<file path="src/rtl/delay_buffer_r4sdf_if.sv">
`default_nettype none
// ============================================================================
// Interface   : delay_buffer_r4sdf_if
// Description : Row-write / sample-read bus of the radix-4 SDF delay buffer.
// Revision    : 1.0 - initial release
// ============================================================================
interface delay_buffer_r4sdf_if #(
    parameter int WIDTH = 32
);
    logic                    enable_write;
    logic                    enable_read_first;
    logic                    enable_read_last;
    logic                    rotate;
    logic signed [WIDTH-1:0] input_real_0;
    logic signed [WIDTH-1:0] input_real_1;
    logic signed [WIDTH-1:0] input_real_2;
    logic signed [WIDTH-1:0] input_real_3;
    logic signed [WIDTH-1:0] input_imag_0;
    logic signed [WIDTH-1:0] input_imag_1;
    logic signed [WIDTH-1:0] input_imag_2;
    logic signed [WIDTH-1:0] input_imag_3;
    logic signed [WIDTH-1:0] out_real;
    logic signed [WIDTH-1:0] out_imag;

    modport master (
        output enable_write, enable_read_first, enable_read_last, rotate,
        output input_real_0, input_real_1, input_real_2, input_real_3,
        output input_imag_0, input_imag_1, input_imag_2, input_imag_3,
        input  out_real, out_imag
    );

    modport slave (
        input  enable_write, enable_read_first, enable_read_last, rotate,
        input  input_real_0, input_real_1, input_real_2, input_real_3,
        input  input_imag_0, input_imag_1, input_imag_2, input_imag_3,
        output out_real, out_imag
    );
endinterface
`default_nettype wire

</file>
<file path="src/rtl/delay_buffer_r4sdf.sv">
`default_nettype none
// ============================================================================
// Module      : delay_buffer_r4sdf
// Description : Radix-4 SDF reorder buffer; 4-lane row writes, column-major
//               single-sample reads, tail buffer carrying the frame overlap.
// Revision    : 1.0 - initial release
// ============================================================================
module delay_buffer_r4sdf #(
    parameter int WIDTH      = 32,
    parameter int DEPTH      = 16,
    parameter int TEMP_DEPTH = DEPTH / 2
) (
    input  logic                clock,
    input  logic                reset,
    delay_buffer_r4sdf_if.slave bus
);

    localparam int c_ROWS   = DEPTH / 4;
    localparam int c_ADDR_W = (DEPTH > 1) ? $clog2(DEPTH) : 1;
    localparam int c_WROW_W = (c_ROWS > 1) ? $clog2(c_ROWS) : 1;
    localparam int c_LPTR_W = (TEMP_DEPTH > 1) ? $clog2(TEMP_DEPTH) : 1;

    localparam logic [c_ADDR_W-1:0] c_RPTR_LAST = c_ADDR_W'(DEPTH - 1);
    localparam logic [c_WROW_W-1:0] c_WROW_LAST = c_WROW_W'(c_ROWS - 1);
    localparam logic [c_LPTR_W-1:0] c_LPTR_LAST = c_LPTR_W'(TEMP_DEPTH - 1);

    // Storage index of the sample at transposed (column-major) position pos.
    function automatic logic [c_ADDR_W-1:0] col_addr(input int pos);
        return c_ADDR_W'((pos % c_ROWS) * 4 + (pos / c_ROWS));
    endfunction

    logic signed [WIDTH-1:0] r_mem_re  [DEPTH];
    logic signed [WIDTH-1:0] r_mem_im  [DEPTH];
    logic signed [WIDTH-1:0] r_tail_re [TEMP_DEPTH];
    logic signed [WIDTH-1:0] r_tail_im [TEMP_DEPTH];

    logic [c_WROW_W-1:0]     r_wrow;
    logic [c_ADDR_W-1:0]     r_rptr;
    logic [c_LPTR_W-1:0]     r_lptr;
    logic                    r_ovl;
    logic signed [WIDTH-1:0] r_out_re;
    logic signed [WIDTH-1:0] r_out_im;

    logic signed [WIDTH-1:0] w_in_re [4];
    logic signed [WIDTH-1:0] w_in_im [4];
    logic [c_ADDR_W-1:0]     w_waddr [4];
    logic [c_ADDR_W-1:0]     w_raddr;
    logic                    w_rd_first;
    logic                    w_rd_last;
    logic                    w_snap;

    always_comb begin
        w_in_re[0] = bus.input_real_0;
        w_in_re[1] = bus.input_real_1;
        w_in_re[2] = bus.input_real_2;
        w_in_re[3] = bus.input_real_3;
        w_in_im[0] = bus.input_imag_0;
        w_in_im[1] = bus.input_imag_1;
        w_in_im[2] = bus.input_imag_2;
        w_in_im[3] = bus.input_imag_3;
        w_rd_last  = bus.enable_read_last;
        w_rd_first = bus.enable_read_first && !bus.enable_read_last;
        // First overlapped write of a frame freezes the unread tail.
        w_snap     = bus.enable_write && bus.enable_read_first && !r_ovl;
        w_raddr    = col_addr(int'(r_rptr));
        for (int j = 0; j < 4; j++) begin
            w_waddr[j] = c_ADDR_W'(int'(r_wrow) * 4 + j);
        end
    end

    always_ff @(posedge clock or negedge reset) begin
        if (!reset) begin
            for (int i = 0; i < DEPTH; i++) begin
                r_mem_re[i] <= '0;
                r_mem_im[i] <= '0;
            end
        end else if (bus.enable_write) begin
            for (int j = 0; j < 4; j++) begin
                r_mem_re[w_waddr[j]] <= w_in_re[j];
                r_mem_im[w_waddr[j]] <= w_in_im[j];
            end
        end
    end

    always_ff @(posedge clock or negedge reset) begin
        if (!reset) begin
            for (int k = 0; k < TEMP_DEPTH; k++) begin
                r_tail_re[k] <= '0;
                r_tail_im[k] <= '0;
            end
        end else if (w_snap) begin
            for (int k = 0; k < TEMP_DEPTH; k++) begin
                r_tail_re[k] <= r_mem_re[col_addr(DEPTH - TEMP_DEPTH + k)];
                r_tail_im[k] <= r_mem_im[col_addr(DEPTH - TEMP_DEPTH + k)];
            end
        end
    end

    always_ff @(posedge clock or negedge reset) begin
        if (!reset) begin
            r_wrow <= '0;
            r_rptr <= '0;
            r_lptr <= '0;
            r_ovl  <= 1'b0;
        end else begin
            if (bus.enable_write) begin
                r_wrow <= (r_wrow == c_WROW_LAST) ? '0 : r_wrow + c_WROW_W'(1);
            end
            if (bus.rotate) begin
                r_rptr <= '0;
                r_lptr <= '0;
                r_ovl  <= 1'b0;
            end else begin
                if (w_rd_last) begin
                    r_lptr <= (r_lptr == c_LPTR_LAST) ? '0 : r_lptr + c_LPTR_W'(1);
                end else if (w_rd_first) begin
                    r_rptr <= (r_rptr == c_RPTR_LAST) ? '0 : r_rptr + c_ADDR_W'(1);
                end
                if (w_snap) begin
                    r_ovl <= 1'b1;
                end
            end
        end
    end

    always_ff @(posedge clock or negedge reset) begin
        if (!reset) begin
            r_out_re <= '0;
            r_out_im <= '0;
        end else if (w_rd_last) begin
            r_out_re <= r_tail_re[r_lptr];
            r_out_im <= r_tail_im[r_lptr];
        end else if (w_rd_first) begin
            r_out_re <= r_mem_re[w_raddr];
            r_out_im <= r_mem_im[w_raddr];
        end
    end

    assign bus.out_real = r_out_re;
    assign bus.out_imag = r_out_im;

endmodule
`default_nettype wire

</file>
<file path="src/flat_wrapper.sv">
// flat-port wrapper written by rule: the top's interface ports become plain ports
module delay_buffer_r4sdf_flat 
#(
    parameter int WIDTH      = 32,
    parameter int DEPTH      = 16,
    parameter int TEMP_DEPTH = DEPTH / 2
)
  (clock, reset, bus_enable_write, bus_enable_read_first, bus_enable_read_last, bus_rotate, bus_input_real_0, bus_input_real_1, bus_input_real_2, bus_input_real_3, bus_input_imag_0, bus_input_imag_1, bus_input_imag_2, bus_input_imag_3, bus_out_real, bus_out_imag);
  delay_buffer_r4sdf_if #(.WIDTH(WIDTH)) bus_i ();
  input  logic clock;
  input  logic reset;
  input wire logic [$bits(bus_i.enable_write)-1:0] bus_enable_write;
  input wire logic [$bits(bus_i.enable_read_first)-1:0] bus_enable_read_first;
  input wire logic [$bits(bus_i.enable_read_last)-1:0] bus_enable_read_last;
  input wire logic [$bits(bus_i.rotate)-1:0] bus_rotate;
  input wire logic [$bits(bus_i.input_real_0)-1:0] bus_input_real_0;
  input wire logic [$bits(bus_i.input_real_1)-1:0] bus_input_real_1;
  input wire logic [$bits(bus_i.input_real_2)-1:0] bus_input_real_2;
  input wire logic [$bits(bus_i.input_real_3)-1:0] bus_input_real_3;
  input wire logic [$bits(bus_i.input_imag_0)-1:0] bus_input_imag_0;
  input wire logic [$bits(bus_i.input_imag_1)-1:0] bus_input_imag_1;
  input wire logic [$bits(bus_i.input_imag_2)-1:0] bus_input_imag_2;
  input wire logic [$bits(bus_i.input_imag_3)-1:0] bus_input_imag_3;
  output wire logic [$bits(bus_i.out_real)-1:0] bus_out_real;
  output wire logic [$bits(bus_i.out_imag)-1:0] bus_out_imag;
  assign bus_i.enable_write = bus_enable_write;
  assign bus_i.enable_read_first = bus_enable_read_first;
  assign bus_i.enable_read_last = bus_enable_read_last;
  assign bus_i.rotate = bus_rotate;
  assign bus_i.input_real_0 = bus_input_real_0;
  assign bus_i.input_real_1 = bus_input_real_1;
  assign bus_i.input_real_2 = bus_input_real_2;
  assign bus_i.input_real_3 = bus_input_real_3;
  assign bus_i.input_imag_0 = bus_input_imag_0;
  assign bus_i.input_imag_1 = bus_input_imag_1;
  assign bus_i.input_imag_2 = bus_input_imag_2;
  assign bus_i.input_imag_3 = bus_input_imag_3;
  assign bus_out_real = bus_i.out_real;
  assign bus_out_imag = bus_i.out_imag;
  delay_buffer_r4sdf #(.WIDTH(WIDTH), .DEPTH(DEPTH), .TEMP_DEPTH(TEMP_DEPTH)) u_core (.clock(clock), .reset(reset), .bus(bus_i));
endmodule
</file>
<file path="config.mk">
export PLATFORM = sky130hd
export DESIGN_NAME = delay_buffer_r4sdf_flat
export DESIGN_NICKNAME = d
export VERILOG_FILES = /design/src/rtl/delay_buffer_r4sdf_if.sv /design/src/rtl/delay_buffer_r4sdf.sv /design/src/flat_wrapper.sv
export SDC_FILE = /design/constraint.sdc
export NUM_CORES = 2
export LEC_CHECK = 0
export CAP_MARGIN = 20
export CORE_ASPECT_RATIO = 0.6
export CORE_UTILIZATION = 30
export CTS_CLUSTER_DIAMETER = 50
export CTS_CLUSTER_SIZE = 12
export DETAILED_ROUTE_END_ITERATION = 7
export HOLD_SLACK_MARGIN = 0.02
export RECOVER_POWER = 50
export SLEW_MARGIN = 20
export SYNTH_ARGS = -nofsm -noshare
export SYNTH_HDL_FRONTEND = slang
export SYNTH_SLANG_ARGS = --single-unit
</file>
<file path="constraint.sdc">
create_clock -name clock -period 2.3 [get_ports clock]
set_input_delay 0.46 -clock clock [delete_from_list [all_inputs] [get_ports clock]]
set_output_delay 0.46 -clock clock [all_outputs]
set_load 0.05 [all_outputs]
</file>
==> summary by stage <==
Outcome
The flow ran to the end, but the final reports show violations. The checks that failed: negative setup slack.

Global routing
The global-route wire length before repair is 311,000 um. The final global-route overflow total is 0. The global-route track usage on met3 is 0.0535. The global router's overall resource usage is 0.177. The global-route layer with the greatest usage is met1. The number of antenna violations at the first check in global routing is 45. The via count of the first global-routing pass is 43,200. For met1 alone, demand over resource in global routing was 0.263. The routing usage on met2 is 0.251.

Entering global routing, the biggest net connects 109 pins.

Synth
The cell area that synthesis handed to floorplanning was 70,600 um2. The mean instance size in the synthesized netlist is 16.8 um2. The top-area cell type share of the netlist area is 0.571. For this run, the register share of the synthesized area comes to 0.571.

The commonest cells after synthesis are sky130_fd_sc_hd__dfrtp_1 (1,610), sky130_fd_sc_hd__mux2_2 (1,600), sky130_fd_sc_hd__mux4_2 (384). Yosys instantiated no cell more often than sky130_fd_sc_hd__dfrtp_1. The post-synthesis cell type count is 25.

The top cell type by total area after synthesis is sky130_fd_sc_hd__dfrtp_1. The number of flops mapped to enable cells by yosys is 0. The warning count from the yosys run is 0. Synthesis inferred 1,610 register bits. Among all flip-flop cells after synthesis, the most frequent one is sky130_fd_sc_hd__dfrtp_1. The number of nets produced by synthesis is 4,483.

Of all flip-flops after synthesis, the portion carrying an async set or reset was 1.00. After technology mapping, the gate count stands at 4,214. Ranked by total cell area, the synthesized netlist is headed by sky130_fd_sc_hd__dfrtp_1 (57%), sky130_fd_sc_hd__mux2_2 (26%), sky130_fd_sc_hd__mux4_2 (12%), sky130_fd_sc_hd__a22oi_1 (1.4%), sky130_fd_sc_hd__clkbuf_1 (1.0%).

Route
For this run, the detailed router's first-pass iteration total came to 7. The total detailed-routing wirelength is 212,000 um. Using the TritonRoute via totals, the vias-per-cell ratio works out to 5.12.

In this run, the number of DRC markers left after iteration 0 of detailed routing was 2,939. The remaining routing DRC violations is 0. Once detail routing completed, the nets flagged for antenna violations numbered 0. The total via count after detailed routing is 40,900.

The average wire per standard cell is 26.5 um.

Floorplanning
The die covers 237,000 um2. The initial core utilization is 0.303. The die is 378 um tall. The x dimension of the die is 628 um.

The core region is 233,000 um2. 326 I/O pins were placed. The number of placement rows is 137.

Placed design
Input and output buffers added on the ports amount to 325. The placed instances occupy a cell area of 80,700 um2. The total half-perimeter wirelength after legalization and detailed placement is 143,000 um. The congestion estimate from routability-driven global placement came to 0.796.

Power and ir drop
The net switching power figure is 35.0 mW. The sequential share of power is 0.457. The leakage power total is 35.3 nW. The relative contribution of the clock network to total power is 0.230. The worst-case vdd ir drop is 0.563 mV. Of the total power, the share spent switching nets is 0.308. The total power is 113 mW.

The internal power consumption is 78.4 mW. For this design the ratio of total power to cell area is 1300 nW/um2. The part of the total power dissipated in combinational logic is 0.313.

Clocking
The number of clock sinks seen by CTS is 1,610. The clock tree synthesis step divided the H-tree into 4 levels. The root buffer cell is sky130_fd_sc_hd__clkbuf_16. The clock input transition at the sequential cells of the worst setup and hold paths is 0.06 ns. The maximum clock path buffer count is 4. TritonCTS created 174 clock buffers. The clock tree from TritonCTS is built. The worst-skew pair later-pin latency is 0.82 ns.

Worst setup path
The kind of start point of the critical path is a flip-flop. The class of the most critical setup path is reg2reg. The worst register-to-register path begins at u_core.r_rptr[2].

The critical register-to-register path endpoint is u_core.bus.out_imag[17]. The internal reg-to-reg setup slack is -0.1 ns. For the worst setup path, the data arrival time is 3.10 ns. The endpoint class of the critical path is a flip-flop.

Of all nets on the critical path, the largest fanout is 10. The required time of the critical path is 3.00 ns. The cell depth of the worst flop-to-flop path is 8.

Cells and area
The fill cell total of the finished layout is 21,800. The net count of the finished layout is 5,067. The share of layout cells above drive strength 1 is 0.569.

The layout overhead on the synthesized area is 23.6%. The post-layout instance area is 87,200 um2.

Run
The count of maximum capacitance violations is 0.

STA
For this run, the top clock speed supported by timing is 417 MHz. Setup violations remaining at the end of the flow were counted as 43. The aggregate negative setup slack is -1.35 ns. Setup repair after global routing could not meet its margin everywhere. Headroom to the max-slew limit came out at 0.167.

The number of slew-limit violations in the final report is 0. At the pin with the least slew margin, the transition time is 1.25 ns. The worst clock skew is 0.0631 ns. In the finished design, the share of the clock period the worst path needs comes to 1.04. The number of hold violations in the final report was 0. The routed design could run at a clock period as short as 2.40 ns. After layout, the worst setup slack is -0.0968 ns.

Min path
The class of the worst hold path is in2reg. The worst hold path cell count is 3. The startpoint identified for the worst hold timing path is bus_enable_read_last. The endpoint of the worst hold path is u_core.bus.out_real[1].
## layout by cell type (no fill, tap or decap), drive strengths merged
| cell type | synthesis | layout |
|---|---|---|
| dfrtp | 1610 | 1610 |
| mux2 | 1600 | 1600 |
| mux4 | 384 | 384 |
| buf | 120 | 365 |
| clkdlybuf4s50 | 0 | 258 |
| clkbuf | 193 | 247 |
| a22oi | 128 | 128 |
| a21oi | 70 | 70 |
| a221o | 64 | 64 |
| dlygate4sd2 | 0 | 27 |
| clkinv | 0 | 18 |
| clkdlybuf4s15 | 0 | 17 |
| diode | 0 | 13 |
| nand2 | 11 | 11 |
| inv | 3 | 11 |
| nor2 | 9 | 9 |
| ha | 7 | 7 |
| clkinvlp | 0 | 5 |
| bufinv | 0 | 5 |
| o21ai | 3 | 3 |
| nor2b | 3 | 3 |
| mux2i | 2 | 2 |
| dlygate4sd3 | 0 | 2 |
| and2 | 1 | 1 |
| nand2b | 1 | 1 |
| nand3b | 1 | 1 |
| or3 | 1 | 1 |
| nor3 | 1 | 1 |
| xor2 | 1 | 1 |
| a311oi | 1 | 1 |
## cells by family (layout without fill, tap and decap cells)
group / Yosys count / count (layout) / synth area share
multiplexers: 1986 / 1986 / 0.378
AO/OA/AOI/OAI: 266 / 266 / 0.0280
flip-flops: 1610 / 1610 / 0.571
XOR/XNOR: 1 / 1 / 0.000124
buffers and inverters: 316 / 955 / 0.0203
AND/OR/NAND/NOR: 28 / 28 / 0.00177
adder cells (fa/ha/maj): 7 / 7 / 0.00124
other: 0 / 13 / 0
## critical path, cell delays in order (launching register included)
cell,delay (ns)
sky130_fd_sc_hd__dfrtp_4,0.46
sky130_fd_sc_hd__buf_12,0.17
sky130_fd_sc_hd__buf_12,0.15
sky130_fd_sc_hd__buf_12,0.15
sky130_fd_sc_hd__mux4_2,0.51
sky130_fd_sc_hd__a22oi_2,0.35
sky130_fd_sc_hd__buf_4,0.18
sky130_fd_sc_hd__a21oi_2,0.04
sky130_fd_sc_hd__a221o_1,0.26
## power groups by stage
stage | registers [mW] | clock network (mW) | logic, mW
global route | 53.5 | 27.9 | 38.1
finish | 51.8 | 26.1 | 35.5
global placement | 51.5 | 0 | 34.1
detailed placement | 52.0 | 0 | 35.2
CTS | 51.6 | 26.9 | 35.5
floorplan | 49.9 | 0 | 22.9
## worst max path at each step
stage	from	end	slack (ns)	cells after the start
final	u_core.r_rptr[2]	u_core.bus.out_imag[17]	-0.1	8
after global routing	u_core.r_rptr[2]	u_core.bus.out_imag[0]	-0.17	9
after CTS	u_core.r_rptr[2]	u_core.bus.out_real[18]	-0.17	8
after detailed placement	u_core.r_rptr[2]	u_core.bus.out_real[24]	-0.34	6
after global placement	u_core.r_rptr[2]	u_core.bus.out_real[24]	-0.36	6
after floorplan	u_core.r_lptr[2]	u_core.bus.out_imag[21]	0.25	5
## timing repair
action / in CTS / in global routing
endpoints found under the setup margin: 86 / 67
gates cloned: 9 / 4
setup buffers: 34 / 30
pin swaps: 33 / 48
resized for setup: 188 / 138
endpoints found under the hold margin: 377 / 0
hold buffers: 1 / 0
## layout make-up
class,instances,area [um2],area share
well taps,3127,3910,0.0449
multi-input cells,2288,29600,0.339
diodes,13,32.5,0.000373
clock inverters,36,465,0.00534
clock buffers,195,4520,0.0519
repair buffers,721,8390,0.0962
inverters,3,11.3,0.000129
flip-flops and latches,1610,40300,0.462
## state kept, by name, summed over array words and instances (netlist names)
register and cells:
u_core.r_lptr 3, u_core.r_wrow 2, u_core.bus.out_real 32, u_core.r_tail_im 256, u_core.r_tail_re 256, u_core.bus.out_imag 32
u_core.r_rptr 4, u_core.r_mem_im 512, u_core.r_mem_re 512, u_core.r_ovl 1
## layer usage
metal | part of all wire | routed length (um)
met1 | 0.48 | 101000
met2 | 0.43 | 90300
met3 | 0.073 | 15500
met4 | 0.020 | 4230
met5 | 0.00080 | 170
## stage by stage
| stage | cells | hold WS [ns] | setup slack [ns] | utilization |
|---|---|---|---|---|
| floorplan | 4214 | 0.164 | 0.252 | - |
| global placement | 7677 | 0.429 | -0.362 | 0.346 |
| detailed placement | 7678 | 0.440 | -0.337 | 0.346 |
| CTS | 7952 | 0.205 | -0.166 | 0.372 |
| global route | 7989 | 0.228 | -0.166 | 0.374 |
| finish | 7993 | 0.268 | -0.0968 | 0.374 |
Note: power is estimated with default switching activity, not from simulation.
